### config.mk
export PLATFORM = sky130hd
export DESIGN_NAME = dom_indep_gf2_mul
export DESIGN_NICKNAME = d
export VERILOG_FILES = /design/src/rtl/dom_pkg.sv /design/src/rtl/dom_reshare_reg.sv /design/src/rtl/gf2_mul.sv /design/src/rtl/dom_indep_gf2_mul.sv
export SDC_FILE = /design/constraint.sdc
export NUM_CORES = 1
export LEC_CHECK = 0
export ABC_AREA = 1
export BUFFER_PORTS_ARGS = -buffer_cell sky130_fd_sc_hd__buf_4
export CAP_MARGIN = 20
export CORE_MARGIN = 2
export CORE_UTILIZATION = 45
export DETAILED_ROUTE_END_ITERATION = 16
export SETUP_SLACK_MARGIN = 0.2
export SYNTH_ARGS = -nofsm -noshare
export SYNTH_HDL_FRONTEND = slang
export SYNTH_HIERARCHICAL = 1
export SYNTH_SLANG_ARGS = --single-unit
### constraint.sdc
create_clock -name ClkxCI -period 3 [get_ports ClkxCI]
set_input_delay 0.15 -clock ClkxCI [delete_from_list [all_inputs] [get_ports ClkxCI]]
set_output_delay 0.15 -clock ClkxCI [all_outputs]
set_load 0.05 [all_outputs]
### src/rtl/dom_pkg.sv
// Shared helpers for the DOM-indep masked multiplier: randomness sizing, Z pair
// mapping, parameter legality and the normal-basis GF(2^2)/GF(2^4) products.
package dom_pkg;

    function automatic int rand_width(input int n, input int shares);
        return n * shares * (shares - 1) / 2;
    endfunction

    // Lexicographic index of pair (i,j), i<j: (0,1)=0, (0,2)=1, ..., (1,2)=shares-1
    function automatic int pair_index(input int i, input int j, input int shares);
        return i * shares - (i * (i + 1)) / 2 + (j - i - 1);
    endfunction

    function automatic bit legal_params(input int n, input int shares, input int pipelined);
        return ((n == 1) || (n == 2) || (n == 4)) && (shares >= 2) && (shares <= 4)
            && ((pipelined == 0) || (pipelined == 1));
    endfunction

    function automatic logic [1:0] gf4_mul(input logic [1:0] a, input logic [1:0] b);
        logic e;
        e = (a[1] ^ a[0]) & (b[1] ^ b[0]);
        return {(a[1] & b[1]) ^ e, (a[0] & b[0]) ^ e};
    endfunction

    // Multiply by the tower constant N of the GF(2^4)-over-GF(2^2) normal basis
    function automatic logic [1:0] gf4_scl_n(input logic [1:0] a);
        return {a[0], a[1] ^ a[0]};
    endfunction

    function automatic logic [3:0] gf16_mul(input logic [3:0] a, input logic [3:0] b);
        logic [1:0] e;
        e = gf4_scl_n(gf4_mul(a[3:2] ^ a[1:0], b[3:2] ^ b[1:0]));
        return {gf4_mul(a[3:2], b[3:2]) ^ e, gf4_mul(a[1:0], b[1:0]) ^ e};
    endfunction

endpackage

### src/rtl/dom_reshare_reg.sv
// Enabled, synchronously reset W-bit register used for resharing and inner terms.
module dom_reshare_reg #(
    parameter int W = 4
)(
    input  logic         ClkxCI,
    input  logic         RstxRI,
    input  logic         EnxSI,
    input  logic [W-1:0] DxDI,
    output logic [W-1:0] QxDO
);

    logic [W-1:0] r_q;

    // Capture on enable, clear on reset, hold otherwise
    always_ff @(posedge ClkxCI) begin
        if (RstxRI) begin
            r_q <= '0;
        end else if (EnxSI) begin
            r_q <= DxDI;
        end else begin
            r_q <= r_q;
        end
    end

    assign QxDO = r_q;

endmodule

### src/rtl/gf2_mul.sv
// Unmasked normal-basis GF(2^N) multiplier core, N in {1, 2, 4}.
module gf2_mul
    import dom_pkg::*;
#(
    parameter int N = 4
)(
    input  logic [N-1:0] XxDI,
    input  logic [N-1:0] YxDI,
    output logic [N-1:0] QxDO
);

    if (N == 1) begin : g_n1
        assign QxDO = XxDI & YxDI;
    end else if (N == 2) begin : g_n2
        assign QxDO = gf4_mul(XxDI, YxDI);
    end else begin : g_n4
        assign QxDO = gf16_mul(XxDI, YxDI);
    end

endmodule

### src/rtl/dom_indep_gf2_mul.sv
// DOM-indep masked GF(2^N) multiplier: every share-pair product, cross-domain
// terms remasked with Z and registered before recombination into the output shares.
module dom_indep_gf2_mul
    import dom_pkg::*;
#(
    parameter int N         = 4,
    parameter int SHARES    = 2,
    parameter int PIPELINED = 1
)(
    input  logic                               ClkxCI,
    input  logic                               RstxRI,
    input  logic                               EnxSI,
    input  logic [SHARES*N-1:0]                XxDI,
    input  logic [SHARES*N-1:0]                YxDI,
    input  logic [rand_width(N, SHARES)-1:0]   ZxDI,
    output logic [SHARES*N-1:0]                QxDO,
    output logic                               ValidxSO
);

    if (!legal_params(N, SHARES, PIPELINED)) begin : g_illegal
        $error("dom_indep_gf2_mul: illegal N/SHARES/PIPELINED combination");
    end

    logic [N-1:0] w_prod  [SHARES][SHARES];
    logic [N-1:0] w_reg   [SHARES][SHARES];
    logic [N-1:0] w_inner [SHARES];
    logic         r_valid;

    for (genvar gi = 0; gi < SHARES; gi++) begin : g_row
        for (genvar gj = 0; gj < SHARES; gj++) begin : g_col
            gf2_mul #(.N(N)) u_mul (
                .XxDI (XxDI[gi*N +: N]),
                .YxDI (YxDI[gj*N +: N]),
                .QxDO (w_prod[gi][gj])
            );

            if (gi == gj) begin : g_diag
                assign w_reg[gi][gj] = '0;
            end else begin : g_cross
                // Both domains of a pair share one Z slice so it cancels in the sum
                localparam int K = (gi < gj) ? pair_index(gi, gj, SHARES)
                                             : pair_index(gj, gi, SHARES);
                logic [N-1:0] w_cross;
                assign w_cross = w_prod[gi][gj] ^ ZxDI[K*N +: N];

                dom_reshare_reg #(.W(N)) u_reshare (
                    .ClkxCI (ClkxCI),
                    .RstxRI (RstxRI),
                    .EnxSI  (EnxSI),
                    .DxDI   (w_cross),
                    .QxDO   (w_reg[gi][gj])
                );
            end
        end

        if (PIPELINED == 1) begin : g_pipe
            dom_reshare_reg #(.W(N)) u_inner (
                .ClkxCI (ClkxCI),
                .RstxRI (RstxRI),
                .EnxSI  (EnxSI),
                .DxDI   (w_prod[gi][gi]),
                .QxDO   (w_inner[gi])
            );
        end else begin : g_comb
            assign w_inner[gi] = w_prod[gi][gi];
        end
    end

    // Recombine each domain from its inner term and its registered cross terms
    always_comb begin
        QxDO = '0;
        for (int i = 0; i < SHARES; i++) begin
            QxDO[i*N +: N] = w_inner[i];
            for (int j = 0; j < SHARES; j++) begin
                QxDO[i*N +: N] = QxDO[i*N +: N] ^ w_reg[i][j];
            end
        end
    end

    // Output-valid tracks the enable with one cycle of latency
    always_ff @(posedge ClkxCI) begin
        if (RstxRI) begin
            r_valid <= 1'b0;
        end else begin
            r_valid <= EnxSI;
        end
    end

    assign ValidxSO = r_valid;

endmodule

# Word level (Yosys, flattened, before mapping)
# Index checks and enable logic that the tools add are counted.
classes:
  n_bitwise: 92
ops:
  columns: ["operator", "count"]
  rows:
  - ["1-bit XOR", 40]
  - ["1-bit AND", 36]
  - ["2-bit XOR", 12]
  - ["4-bit XOR", 4]
word_totals:
  regBits: 17
  output_inout_bits: 9
  word_cells: 97

# Longest topological paths before layout
depth:
  depth_word: 7
  depth_mapped: 16
  mapped_depth_nobuf: 16

# Modules after synthesis
# The synthesis kept the hierarchy.
by_module_without_submodules:
  columns: ["module", "n_inst", "cells_each", "area_per_inst_um2"]
  rows:
  - ["gf2_mul", 4, 83, 377.9]
  - ["dom_reshare_reg", 4, 26, 172.7]
  - ["dom_indep_gf2_mul", 1, 79, 312.8]

# Worst setup path before layout
# OpenSTA, ideal clock, no wires.
synth_path:
  kind: "in2reg"
  start: "in YxDI[0]"
  end: "reg g_row[1].g_col[0].g_cross.u_reshare.r_q[1]"
  setup_ns: 0.114
  t_arrival_ns: 0.988
  required_time_ns: 2.886
  slack_ns: 1.898
  path_stages: 12
  n_path_buf: 0
  path_cell_list: "xnor2_2 nand3_2 nand2_1 nand2_1 nand2_1 inv_1 nand2_1 nand2_1 inv_1 nand2_1 nand2_1 nor2_2"
synth_rtl:
  columns: ["element", "line_no", "source"]
  rows:
  - ["from (decl)", "dom_indep_gf2_mul.sv:14", "input logic [SHARES*N-1:0] YxDI,"]
  - ["to (signal assigned)", "dom_reshare_reg.sv:19", "r_q <= DxDI;"]
  - ["to (signal assigned)", "dom_reshare_reg.sv:21", "r_q <= r_q;"]
  - ["to (decl)", "dom_reshare_reg.sv:12", "logic [W-1:0] r_q;"]

==> results.cfg <==
[yosys]
synth_xor_area_share_pct = 2.59
synth_simple_gate_area_share_pct = 64.4
synth_area_mm2 = 0.00251
synth.area.mux_share_pct = 0
ys_seq_elements = 17
synthCells = 515
synthAdderAreaFrac_pct = 0
yosysUniqueCellTypes = 14
synth_nets = 538
yosysWarnings = 6
ys_seq_area_share_pct = 13.5
synth-compound-area-share_pct = 1.39
postSynthAreaPerCell_um2 = 4.88
synth_top_family_by_area = simple AND/OR/NAND/NOR gates

[drt]
wl_um = 5380
drtPass1Iterations = 6
avgViaCountPerCell = 4.35
routedWlPerCell_um = 8.70
vias = 2686
first_iter_violations = 75
drc = 0
ant_nets = 0

[critical_path]
critical_path_peak_fanout = 8
start_kind = input port
regToRegSetupSlack_ps = 2390
r2r-start = g_row[0].g_pipe.u_inner/QxDO[1]
end_kind = flop
setup.worst_path.class = input port to flop
rr_endpoint = g_row[0].g_pipe.u_inner/QxDO[1]
reg2reg_depth = 2
required_ps = 3140
critPathArrivalTime_ps = 1330

[cts]
worstSkewPairLatency_ps = 240
cts.sinks = 17
numCtsBuffers = 3
holdBufCountCts = 0
clockBufferDepth = 2
cts_resized = 0
cts_tree = done
clk_pin_slew_ps = 60
post_cts_buffers = 0
clockRootBuffer = clkbuf_8
cts_max_level = 1

[global_route]
grt_use_total_pct = 18.7
grt_max_degree = 34
grt_pass1_vias = 2257
antenna_found_initial = 0
grt_pass1_wl_um = 9550
overflow = 0

[layout]
layout-drive-gt1-share_pct = 18.7
nNetsFinal = 570
nFillCells = 598
final_cells = 618
syn2layout_area_growth_pct = 12.8
antennaDiodeCount = 0

[run_status]
outcome = complete, no violations

[power]
p_total_mw = 0.947
leakagePower_nw = 1.91
powerDensity_mw_per_mm2 = 334
vdd_drop_max_uv = 179

[timing]
rsz0062_at_grt = no
timing.final.hold_violations = 0
worst_pin_slew_ps = 312
maxSlewViolCount = 0
setup_viol = 0
relSlewSlack_pct = 79.2
skew_ps = 0
period_needed_ps = 1190
max_freq_mhz = 842
fin_crit_sh_pct = 39.6
finalSetupTns_ps = 0

[floorplan]
die_height_um = 78.8
die-area_mm2 = 0.00620
fp.dieW_um = 78.8
start_util_pct = 46.2
rows = 27
core_area_mm2 = 0.00544
ioPinCount = 32

[placed_design]
place_inst = 614
gp_congestion = 0.754
hpwlAfterDp_um = 4510
io_buffers = 31

[run]
cap_violations = 0

[min_path]
holdPathEnd = ValidxSO
whs_path_depth = 2
hp-class = input port to flop
hp-start = RstxRI
[critical path: stages]
cell     delay (ps)
buf_4           150
xnor2_2         280
nand3_2         140
nand2_1         110
nand2_1          50
nand2_1          80
inv_1            40
nand2_1          50
nand2_1          40
inv_1            60
nand2_1          60
nand2_1          80
nor2_2           30
[flip-flops by register name (all words and copies together), names as in the netlist]
signal and flops:
g_row.g_pipe.u_inner/QxDO 8, g_row.g_col.g_cross.u_reshare/QxDO 8, ValidxSO 1
[how the worst max path moves through the flow]
stage	start	to	cells after the start
after floorplan	YxDI[0]	g_row[1].g_col[0].g_cross.u_reshare/QxDO[1]	12
after global placement	XxDI[1]	g_row[0].g_col[1].g_cross.u_reshare/QxDO[2]	17
after detailed placement	YxDI[3]	g_row[1].g_col[0].g_cross.u_reshare/QxDO[2]	17
after CTS	YxDI[4]	g_row[0].g_col[1].g_cross.u_reshare/QxDO[1]	13
after global routing	YxDI[3]	g_row[1].g_col[0].g_cross.u_reshare/QxDO[3]	17
final	YxDI[4]	g_row[0].g_col[1].g_cross.u_reshare/QxDO[1]	13
[cells in the final DEF, fill, tap and decap left out]
master and n:
nand3_1 24, nand4_1 8, nand2_1 272, nor2_2 8
clkbuf_8 3, nand2_2 20, xnor2_2 4, nor2_1 33
nand2_4 8, nand3_2 4, inv_2 20, o21ai_2 4
clkbuf_1 1, dfxtp_1 17, inv_1 89, buf_4 31
[kinds of logic after synthesis]
| kind of cell | Yosys count |
|---|---|
| AO/OA/AOI/OAI | 4 |
| XOR/XNOR | 4 |
| buffers and inverters | 113 |
| flip-flops | 17 |
| AND/OR/NAND/NOR | 377 |
[Yosys cell counts, drive strengths merged]
master	count	area, µm²
buf	4	45.0
dfxtp	17	340
inv	109	409
nand2	300	1240
nand3	28	160
nand4	8	50.1
nor2	41	174
o21ai	4	35.0
xnor2	4	65.1
[power breakdown]
group,switching [mW],internal [mW],leakage [nW]
clock network,0.0711,0.0940,0.0228
registers,0.0151,0.247,0.141
logic,0.341,0.179,1.74
total,0.427,0.520,1.91
[through the flow]
stage                     util, %  instance area (µm²)  setup WS [ps]  hold slack [ps]
final                        52.2                 2840           1810              128
after global placement       51.3                 2790           1610              389
after floorplan                 -                 2510           1900              221
after detailed placement     51.3                 2790           1590              389
after CTS                    52.2                 2840           1830              121
after global routing         52.2                 2840           1650              130
[per-layer routing]
metal / track usage [%] / wire [µm] / part of all wire (%) / up-vias
met3: 1.36 / 138 / 2.6 / 2
met2: 31.3 / 2310 / 43 / 30
met1: 25.8 / 2890 / 54 / 1102
met5: 0 / 0 / 0 / -
li1: - / - / - / 1552
met4: 5.26 / 39 / 0.73 / 0
[final cells by class]
cell class | instances | area, µm² | area share [%]
inverter | 109 | 409 | 14.4
timing repair buffer | 31 | 233 | 8.20
clock buffer | 4 | 45.0 | 1.59
multi-input combinational | 385 | 1720 | 60.6
tap | 72 | 90.1 | 3.17
sequential | 17 | 340 | 12.0
(Power assumes the default switching activity.)
